## config.mk

```make
export PLATFORM = sky130hd
export DESIGN_NAME = mem_access_stage
export DESIGN_NICKNAME = d
export VERILOG_FILES = /design/src/rtl/mem_access_stage.sv
export SDC_FILE = /design/constraint.sdc
export NUM_CORES = 1
export LEC_CHECK = 0
export BUFFER_PORTS_ARGS = -buffer_cell sky130_fd_sc_hd__buf_2
export CAP_MARGIN = 30
export CORE_ASPECT_RATIO = 0.6
export CORE_MARGIN = 2
export CORE_UTILIZATION = 45
export CTS_CLUSTER_DIAMETER = 120
export DETAILED_ROUTE_END_ITERATION = 8
export PLACE_DENSITY_LB_ADDON = 0.1
export SLEW_MARGIN = 20
export SYNTH_ARGS = -nofsm -noshare
export SYNTH_HDL_FRONTEND = slang
export SYNTH_SLANG_ARGS = --single-unit
```

## constraint.sdc

```tcl
create_clock -name clk -period 4.2 [get_ports clk]
set_input_delay 0 -clock clk [delete_from_list [all_inputs] [get_ports clk]]
set_output_delay 0 -clock clk [all_outputs]
set_load 0.01 [all_outputs]
```

## src/rtl/mem_access_stage.sv

```systemverilog
// Memory-access pipeline stage: turns execute-stage loads/stores into single data-bus
// transactions and registers every accepted instruction for writeback.
module mem_access_stage #(
    parameter int ADDR_W = 32
) (
    input  logic              clk,
    input  logic              rst,
    input  logic              ex_valid_i,
    output logic              ex_ready_o,
    input  logic [9:0]        opcode_info_i,
    input  logic [2:0]        funct3_i,
    input  logic [31:0]       alu_result_i,
    input  logic [31:0]       store_data_i,
    input  logic [4:0]        rd_id_i,
    input  logic              rd_write_en_i,
    output logic              mem_req_o,
    output logic              mem_we_o,
    output logic [ADDR_W-1:0] mem_addr_o,
    output logic [31:0]       mem_wdata_o,
    output logic [3:0]        mem_wstrb_o,
    input  logic [31:0]       mem_rdata_i,
    input  logic              mem_ack_i,
    output logic              regW_valid_o,
    output logic [9:0]        regW_opcode_info_o,
    output logic [31:0]       regW_alu_result_o,
    output logic [31:0]       regW_mem_rdata_o,
    output logic [4:0]        regW_rd_id_o,
    output logic              regW_rd_write_en_o,
    output logic              misalign_o,
    output logic              fsm_state_o
);

    // Handshakes: an instruction transfers on a rising edge where ex_valid_i && ex_ready_o;
    // a bus transaction completes on a rising edge where mem_req_o && mem_ack_i, and the
    // request fields hold stable from assertion until that edge.

    typedef enum logic {
        IDLE = 1'b0,
        BUS  = 1'b1
    } state_t;

    state_t state;
    state_t state_next;

    logic accept;
    logic is_load;
    logic is_store;
    logic is_mem;
    logic misaligned;
    logic bus_done;

    logic [31:0] st_wdata;
    logic [3:0]  st_wstrb;
    logic [31:0] word_addr;

    logic        lat_is_load;
    logic [2:0]  lat_funct3;
    logic [1:0]  lat_addr_lo;
    logic [9:0]  lat_opcode_info;
    logic [31:0] lat_alu_result;
    logic [4:0]  lat_rd_id;
    logic        lat_rd_write_en;

    logic [31:0] ld_lane;
    logic [31:0] ld_data;

    assign ex_ready_o  = (state == IDLE);
    assign fsm_state_o = (state == BUS);
    assign accept      = ex_valid_i && (state == IDLE);
    // A load flag wins when both load and store are flagged.
    assign is_load     = opcode_info_i[4];
    assign is_store    = opcode_info_i[5] && !opcode_info_i[4];
    assign is_mem      = is_load || is_store;
    assign bus_done    = (state == BUS) && mem_ack_i;
    assign word_addr   = {alu_result_i[31:2], 2'b00};

    always_comb begin
        misaligned = 1'b0;
        case (funct3_i[1:0])
            2'b00:   misaligned = 1'b0;
            2'b01:   misaligned = alu_result_i[0];
            default: misaligned = |alu_result_i[1:0];
        endcase
    end

    always_comb begin
        st_wdata = store_data_i;
        st_wstrb = 4'b1111;
        case (funct3_i[1:0])
            2'b00: begin
                st_wdata = {4{store_data_i[7:0]}};
                st_wstrb = 4'b0001 << alu_result_i[1:0];
            end
            2'b01: begin
                st_wdata = {2{store_data_i[15:0]}};
                st_wstrb = 4'b0011 << alu_result_i[1:0];
            end
            default: begin
                st_wdata = store_data_i;
                st_wstrb = 4'b1111;
            end
        endcase
    end

    // Load alignment uses the latched byte offset, since the bus returns a full word.
    always_comb begin
        ld_lane = mem_rdata_i >> {lat_addr_lo, 3'b000};
        ld_data = mem_rdata_i;
        case (lat_funct3)
            3'b000:  ld_data = {{24{ld_lane[7]}}, ld_lane[7:0]};
            3'b001:  ld_data = {{16{ld_lane[15]}}, ld_lane[15:0]};
            3'b100:  ld_data = {24'h0, ld_lane[7:0]};
            3'b101:  ld_data = {16'h0, ld_lane[15:0]};
            default: ld_data = mem_rdata_i;
        endcase
    end

    always_ff @(posedge clk) begin
        if (rst) begin
            state <= IDLE;
        end else begin
            state <= state_next;
        end
    end

    always_comb begin
        state_next = state;
        case (state)
            IDLE: if (accept && is_mem && !misaligned) state_next = BUS;
            BUS:  if (mem_ack_i) state_next = IDLE;
            default: state_next = IDLE;
        endcase
    end

    always_ff @(posedge clk) begin
        if (rst) begin
            mem_req_o          <= 1'b0;
            mem_we_o           <= 1'b0;
            mem_addr_o         <= '0;
            mem_wdata_o        <= '0;
            mem_wstrb_o        <= '0;
            regW_valid_o       <= 1'b0;
            regW_opcode_info_o <= '0;
            regW_alu_result_o  <= '0;
            regW_mem_rdata_o   <= '0;
            regW_rd_id_o       <= '0;
            regW_rd_write_en_o <= 1'b0;
            misalign_o         <= 1'b0;
            lat_is_load        <= 1'b0;
            lat_funct3         <= '0;
            lat_addr_lo        <= '0;
            lat_opcode_info    <= '0;
            lat_alu_result     <= '0;
            lat_rd_id          <= '0;
            lat_rd_write_en    <= 1'b0;
        end else begin
            regW_valid_o <= 1'b0;
            misalign_o   <= 1'b0;
            if (accept) begin
                if (!is_mem || misaligned) begin
                    // Retire immediately; a rejected access must not write a register.
                    regW_valid_o       <= 1'b1;
                    regW_opcode_info_o <= opcode_info_i;
                    regW_alu_result_o  <= alu_result_i;
                    regW_mem_rdata_o   <= '0;
                    regW_rd_id_o       <= rd_id_i;
                    regW_rd_write_en_o <= rd_write_en_i && !is_mem;
                    misalign_o         <= is_mem;
                end else begin
                    lat_is_load     <= is_load;
                    lat_funct3      <= funct3_i;
                    lat_addr_lo     <= alu_result_i[1:0];
                    lat_opcode_info <= opcode_info_i;
                    lat_alu_result  <= alu_result_i;
                    lat_rd_id       <= rd_id_i;
                    lat_rd_write_en <= rd_write_en_i;
                    mem_req_o       <= 1'b1;
                    mem_we_o        <= is_store;
                    mem_addr_o      <= ADDR_W'(word_addr);
                    mem_wdata_o     <= is_store ? st_wdata : 32'h0;
                    mem_wstrb_o     <= is_store ? st_wstrb : 4'h0;
                end
            end else if (bus_done) begin
                mem_req_o          <= 1'b0;
                mem_we_o           <= 1'b0;
                mem_addr_o         <= '0;
                mem_wdata_o        <= '0;
                mem_wstrb_o        <= '0;
                regW_valid_o       <= 1'b1;
                regW_opcode_info_o <= lat_opcode_info;
                regW_alu_result_o  <= lat_alu_result;
                regW_mem_rdata_o   <= lat_is_load ? ld_data : 32'h0;
                regW_rd_id_o       <= lat_rd_id;
                regW_rd_write_en_o <= lat_rd_write_en;
            end
        end
    end

endmodule
```

Word level (Yosys, flattened, before mapping)
Cells that the tools add are included.
- register bits after elaboration: 207
- input port bits: 119
- output and inout port bits: 154
- word-level logic and storage cells: 92
- eq/ne operators: 6
- shift-type cells: 3
- mux-type cells: 41
- bitwise gates (word level): 3
- reduce and logical (&&, ||, !) cells: 19
- operators by type and width (cell ; number):
    $mux W32 ; 13
    $pmux W32 S4 ; 1
    $pmux W32 S2 ; 1
    $shr A32 B5 Y16 ; 1
    $mux W10 ; 3
    $mux W4 ; 4
    $mux W5 ; 3
    $mux W1 ; 13
    $pmux W4 S2 ; 1
    $eq A3 B3 Y1 const B ; 2
    $logic_and A1 B1 Y1 ; 6
    $reduce_and A2 Y1 ; 3
    $pmux W1 S2 ; 2
    $shl A1 B2 Y4 const A ; 1
    $shl A2 B2 Y4 const A ; 1
    $eq A3 B1 Y1 const B ; 1
    $logic_not A1 Y1 ; 3
    $logic_not A3 Y1 ; 1
    $not A1 Y1 ; 3
    $reduce_or A3 Y1 ; 1
    $eq A2 B1 Y1 const B ; 1
    $logic_not A2 Y1 ; 1
    $logic_or A1 B1 Y1 ; 2
    $ne A2 B1 Y1 const B ; 1
    other kinds (3) ; 3

Depth between registers and ports, before layout
- depth after elaboration: 7
- mapped depth: 7

Worst setup path after synthesis
OpenSTA, ideal clock, no wires.
- path type: register -> register
- start point: register state, in the netlist fsm_state_o
- end point: register mem_addr_o[25]
- library setup time: 117 ps
- data arrival time: 1466 ps
- data required time: 4083 ps
- setup slack: 2618 ps
- cell stages (with the launch flop): 7
- period minus slack after synthesis: 1582 ps
- cells stage by stage: dfxtp_1 -> nand2b_1 -> buf_2 -> o31a_1 -> buf_6 -> buf_6 -> a22o_1
- word-level cells in the longest chain between the ends: 4
- elaborated cells between the ends (all ways): 7
- those cells by class: 1 x eq/ne; 1 x mux; 1 x bitwise; 4 x reduce/logical
- ends and longest elaborated chain (element ; RTL line ; text):
    start: declaration ; 42 ; state_t state;
    start signal: assignment ; 122 ; state <= state_next;
    $not A1 Y1 ; -- ;
    $logic_and A1 B1 Y1 ; 69 ; assign accept = ex_valid_i && (state == IDLE);
    $ne A2 B2 Y1 (no line) or $reduce_bool A2 Y1 (tied branches) ; -- ;
    $reduce_and A2 Y1 (no line) ; -- ;
    end signal: assignment ; 179 ; mem_addr_o <= ADDR_W'(word_addr);
    end: declaration ; 18 ; output logic [ADDR_W-1:0] mem_addr_o,
Several ways; a longest one is shown, not always the timed one.
A chain may end at the register's enable or synchronous reset.

Final worst setup path
- start point: register state, in the netlist fsm_state_o
- end point: register regW_mem_rdata_o[2]
- word-level cells in the longest chain between the ends: 4
- elaborated cells between the ends (all ways): 7
- those cells by class: 1 x eq/ne; 1 x mux; 1 x bitwise; 4 x reduce/logical
- ends and longest elaborated chain (element ; RTL line ; text):
    $not A1 Y1 ; -- ;
    $logic_and A1 B1 Y1 ; 69 ;
    $ne A2 B1 Y1 (no line) or $reduce_bool A2 Y1 (tied branches) ; -- ;
    $reduce_and A2 Y1 (no line) ; -- ;
    end signal: assignment ; 192 ; regW_mem_rdata_o <= lat_is_load ? ld_data : 32'h0;
    end: declaration ; 26 ; output logic [31:0] regW_mem_rdata_o,
Several ways; a longest one is shown, not always the timed one.

==> results.toml <==
[run_status]
status = "completed"

[setup_path]
path_max_fanout = 80
path_class = "flop to flop"
slowest_delay_ns = 0.73
worstPathRequired_ns = 4.63
crit_chain = "nor2b_4 -> buf_4 -> a21boi_4 -> buf_4 -> o2bb2ai_1 -> dlygate4sd3_1"
critPathCaptureType = "flop"
cpMostUsedCell = "buf_4"
r2r_slack_ns = 1.56
cp-start-kind = "flop"
worstPathArrival_ns = 3.07
cpMaxStageDelayCell = "buf_4"
path_buf_inv = 3
critPathTopFamily = "buffers and inverters"

[timing]
max_freq_ghz = 0.3793
worst_slew_pin_slew_ns = 0.9575
clock-skew-final_ns = 0.01064
setup-violations-final = 0
slew_viol_final = 0
holdWs_ns = 0.09245
fin_crit_sh_pct = 62.77
rsz0062_at_grt = "false"
worst_slack_ns = 1.564
period_minus_slack_ns = 2.636
hold_viol = 0
relSlewSlack_pct = 35.99
fin_tns_setup_ns = 0

[global_route]
grt_pass1_vias = 7258
grt-ovfl-total = 0
grt_max_degree = 81
grt_usage_pct = 25.47
grt_pass1_wl_mm = 38.78
antenna_found_initial = 0

[power]
irDropWorstVdd_uv = 263.7
power_w = 0.004425
switching_share_pct = 25.07
powerDensity_nw_per_um2 = 390.8
clock_power_share_pct = 40.7
leakagePower_nw = 5.031
power_frac_comb_pct = 13.3
p_sw_w = 0.001110
p_seq_share_pct = 46.0
p_int_w = 0.003315

[routing]
drtIter0Drc = 489
wirelength_mm = 24.68
drtAntennaViolNets = 0
via_per_inst = 5.278
drt-wirelength-per-cell_um = 17.35
drc = 0
num_vias = 7506
dr.pass1.iters = 7

[floorplan]
rows = 37
start_util_pct = 46.17
io_pins = 273
die_width_um = 175.4
die-area_um2 = 18740
fp.dieH_um = 106.8
coreArea_um2 = 17180

[synthesis]
async_flop_share_pct = 0
ys_ff_latch = 202
synth_edf_count = 0
synthCells = 811
yosys.cell_types.count = 45
yosys-mux-area-fraction_pct = 10.52
synth_common_cells = "202 x dfxtp_1, 134 x nand2_1, 80 x mux2i_1, 76 x a21oi_1, 71 x o2bb2ai_1"
ys_seq_area_share_pct = 50.99
synth_area_leaders = "dfxtp_1 51%, mux2i_1 10%, o2bb2ai_1 7.8%, nand2_1 6.3%, a21oi_1 4.8%"
ys_warn_count = 0
yosysMostFrequentCell = "dfxtp_1"
yosys.area_share.xor_xnor_pct = 0.2209
syn-cell-area_um2 = 7930
yosysTopAreaCellShare_pct = 50.99
yosys.area.top_type = "dfxtp_1"
synth-compound-area-share_pct = 23.71
synth-simple-area-share_pct = 9.703
synth_ff_type = "dfxtp_1"
synthAdderAreaFrac_pct = 0
synth_top_family_by_area = "compound AO/OA/AOI/OAI gates"
avgSynthCellArea_um2 = 9.778

[clock_tree]
clockBufferDepth = 3
numClockSinks = 202
clk_latency_ns = 0.50
clkSlewWorstSetupHoldPaths_ns = 0.07
cts_resized = 0
cts_hold_buf = 130
cts_buffers = 20
root_buffer = "clkbuf_16"
cts_tree = "built"
htree_levels = 1
post_cts_buffers = 0

[place]
dp.final_hpwl_mm = 15.15
dpl_worst_slack_ns = 1.764
portBuffers = 270
gp_congestion = 0.7609

[hold_path]
hold_path_class = "input pin to flop"

[layout]
fin_nets = 1295
syn_to_final_growth_pct = 42.79
multi_input_area_um2 = 3557
drive_above_1_share_pct = 27.55
regArea_um2 = 4044
nFillCells = 1382

[run]
cap_violations = 0
worst reg2reg max path, cell delays in order, from the launching register on:
cell           delay [ns]
dfxtp_1              0.47
nor2b_4              0.08
buf_4                0.31
a21boi_4             0.18
buf_4                0.73
o2bb2ai_1            0.24
dlygate4sd3_1        0.56
cell usage in the layout, fill, tap and decap left out, types with 3 or more instances in the layout:
cell type / synthesis / final
clkbuf_1: 25 / 4
dfxtp_1: 202 / 202
nand2_1: 134 / 134
inv_1: 5 / 5
nor2b_1: 4 / 3
nor2_1: 20 / 20
o21ai_0: 40 / 40
mux2i_1: 80 / 80
buf_2: 34 / 270
and3_1: 6 / 6
clkbuf_16: 0 / 20
a21oi_1: 76 / 75
a221o_1: 19 / 19
a22oi_1: 5 / 5
o2bb2ai_1: 71 / 71
dlygate4sd3_1: 0 / 130
a22o_1: 42 / 42
buf_4: 7 / 12
nand3_1: 8 / 7
clkbuf_8: 0 / 3
flip-flops by register name (all words and copies together), names as in the netlist, 3 cells and up:
signal              count
regW_mem_rdata_o       32
lat_alu_result         31
lat_rd_id               5
regW_rd_id_o            5
lat_funct3              3
mem_wstrb_o             4
regW_alu_result_o      32
lat_opcode_info        10
mem_wdata_o            32
regW_opcode_info_o     10
mem_addr_o             30
path summary, 6_finish.rpt:
kind	from	endpoint	cells past startpoint
worst max-delay path	fsm_state_o	regW_mem_rdata_o[2]	6
worst min-delay path	ex_valid_i	misalign_o	3
worst max register to register	fsm_state_o	regW_mem_rdata_o[2]	6
worst min register to register	mem_wdata_o[17]	mem_wdata_o[17]	2
power by group through the flow:
stage	logic (W)	registers, W	clock network [W]
2_1_floorplan	0.000270	0.00209	0
3_3_place_gp	0.000482	0.00208	0
3_5_place_dp	0.000485	0.00208	0
4_1_cts	0.000580	0.00204	0.00183
5_1_grt	0.000642	0.00204	0.00191
6_report	0.000591	0.00203	0.00180
final cells by class:
cell class,instances,area share [%]
Inverter,6,0.1989
Clock buffer,27,4.917
Sequential cell,202,35.71
Tap cell,234,2.586
Multi-Input combinational cell,533,31.41
Timing Repair Buffer,413,24.32
Antenna cell,1,0.02210
Clock inverter,6,0.8287
logic make-up (layout without fill, tap and decap cells):
logic type | after synthesis | in the layout
mux | 82 | 82
other cells | 1 | 3
compound gates | 263 | 263
xor+xnor | 2 | 2
buf+inv | 77 | 452
simple gates | 184 | 184
flops | 202 | 202
metrics by stage:
step / util (%) / cell area, µm² / instances
after floorplan: - / 7934 / 812
after global placement: 54.40 / 9343 / 1255
after detailed placement: 54.40 / 9343 / 1255
after CTS: 65.76 / 11290 / 1418
after global routing: 65.91 / 11320 / 1421
final: 65.93 / 11320 / 1422
per-layer routing:
metal  global-route usage, %  part of all wire (%)
met1                   35.78                    48
met2                   39.37                    43
met3                   6.312                   7.4
met4                   6.131                   1.6
met5                       0                     0
Power figures use the tool's default switching activity.
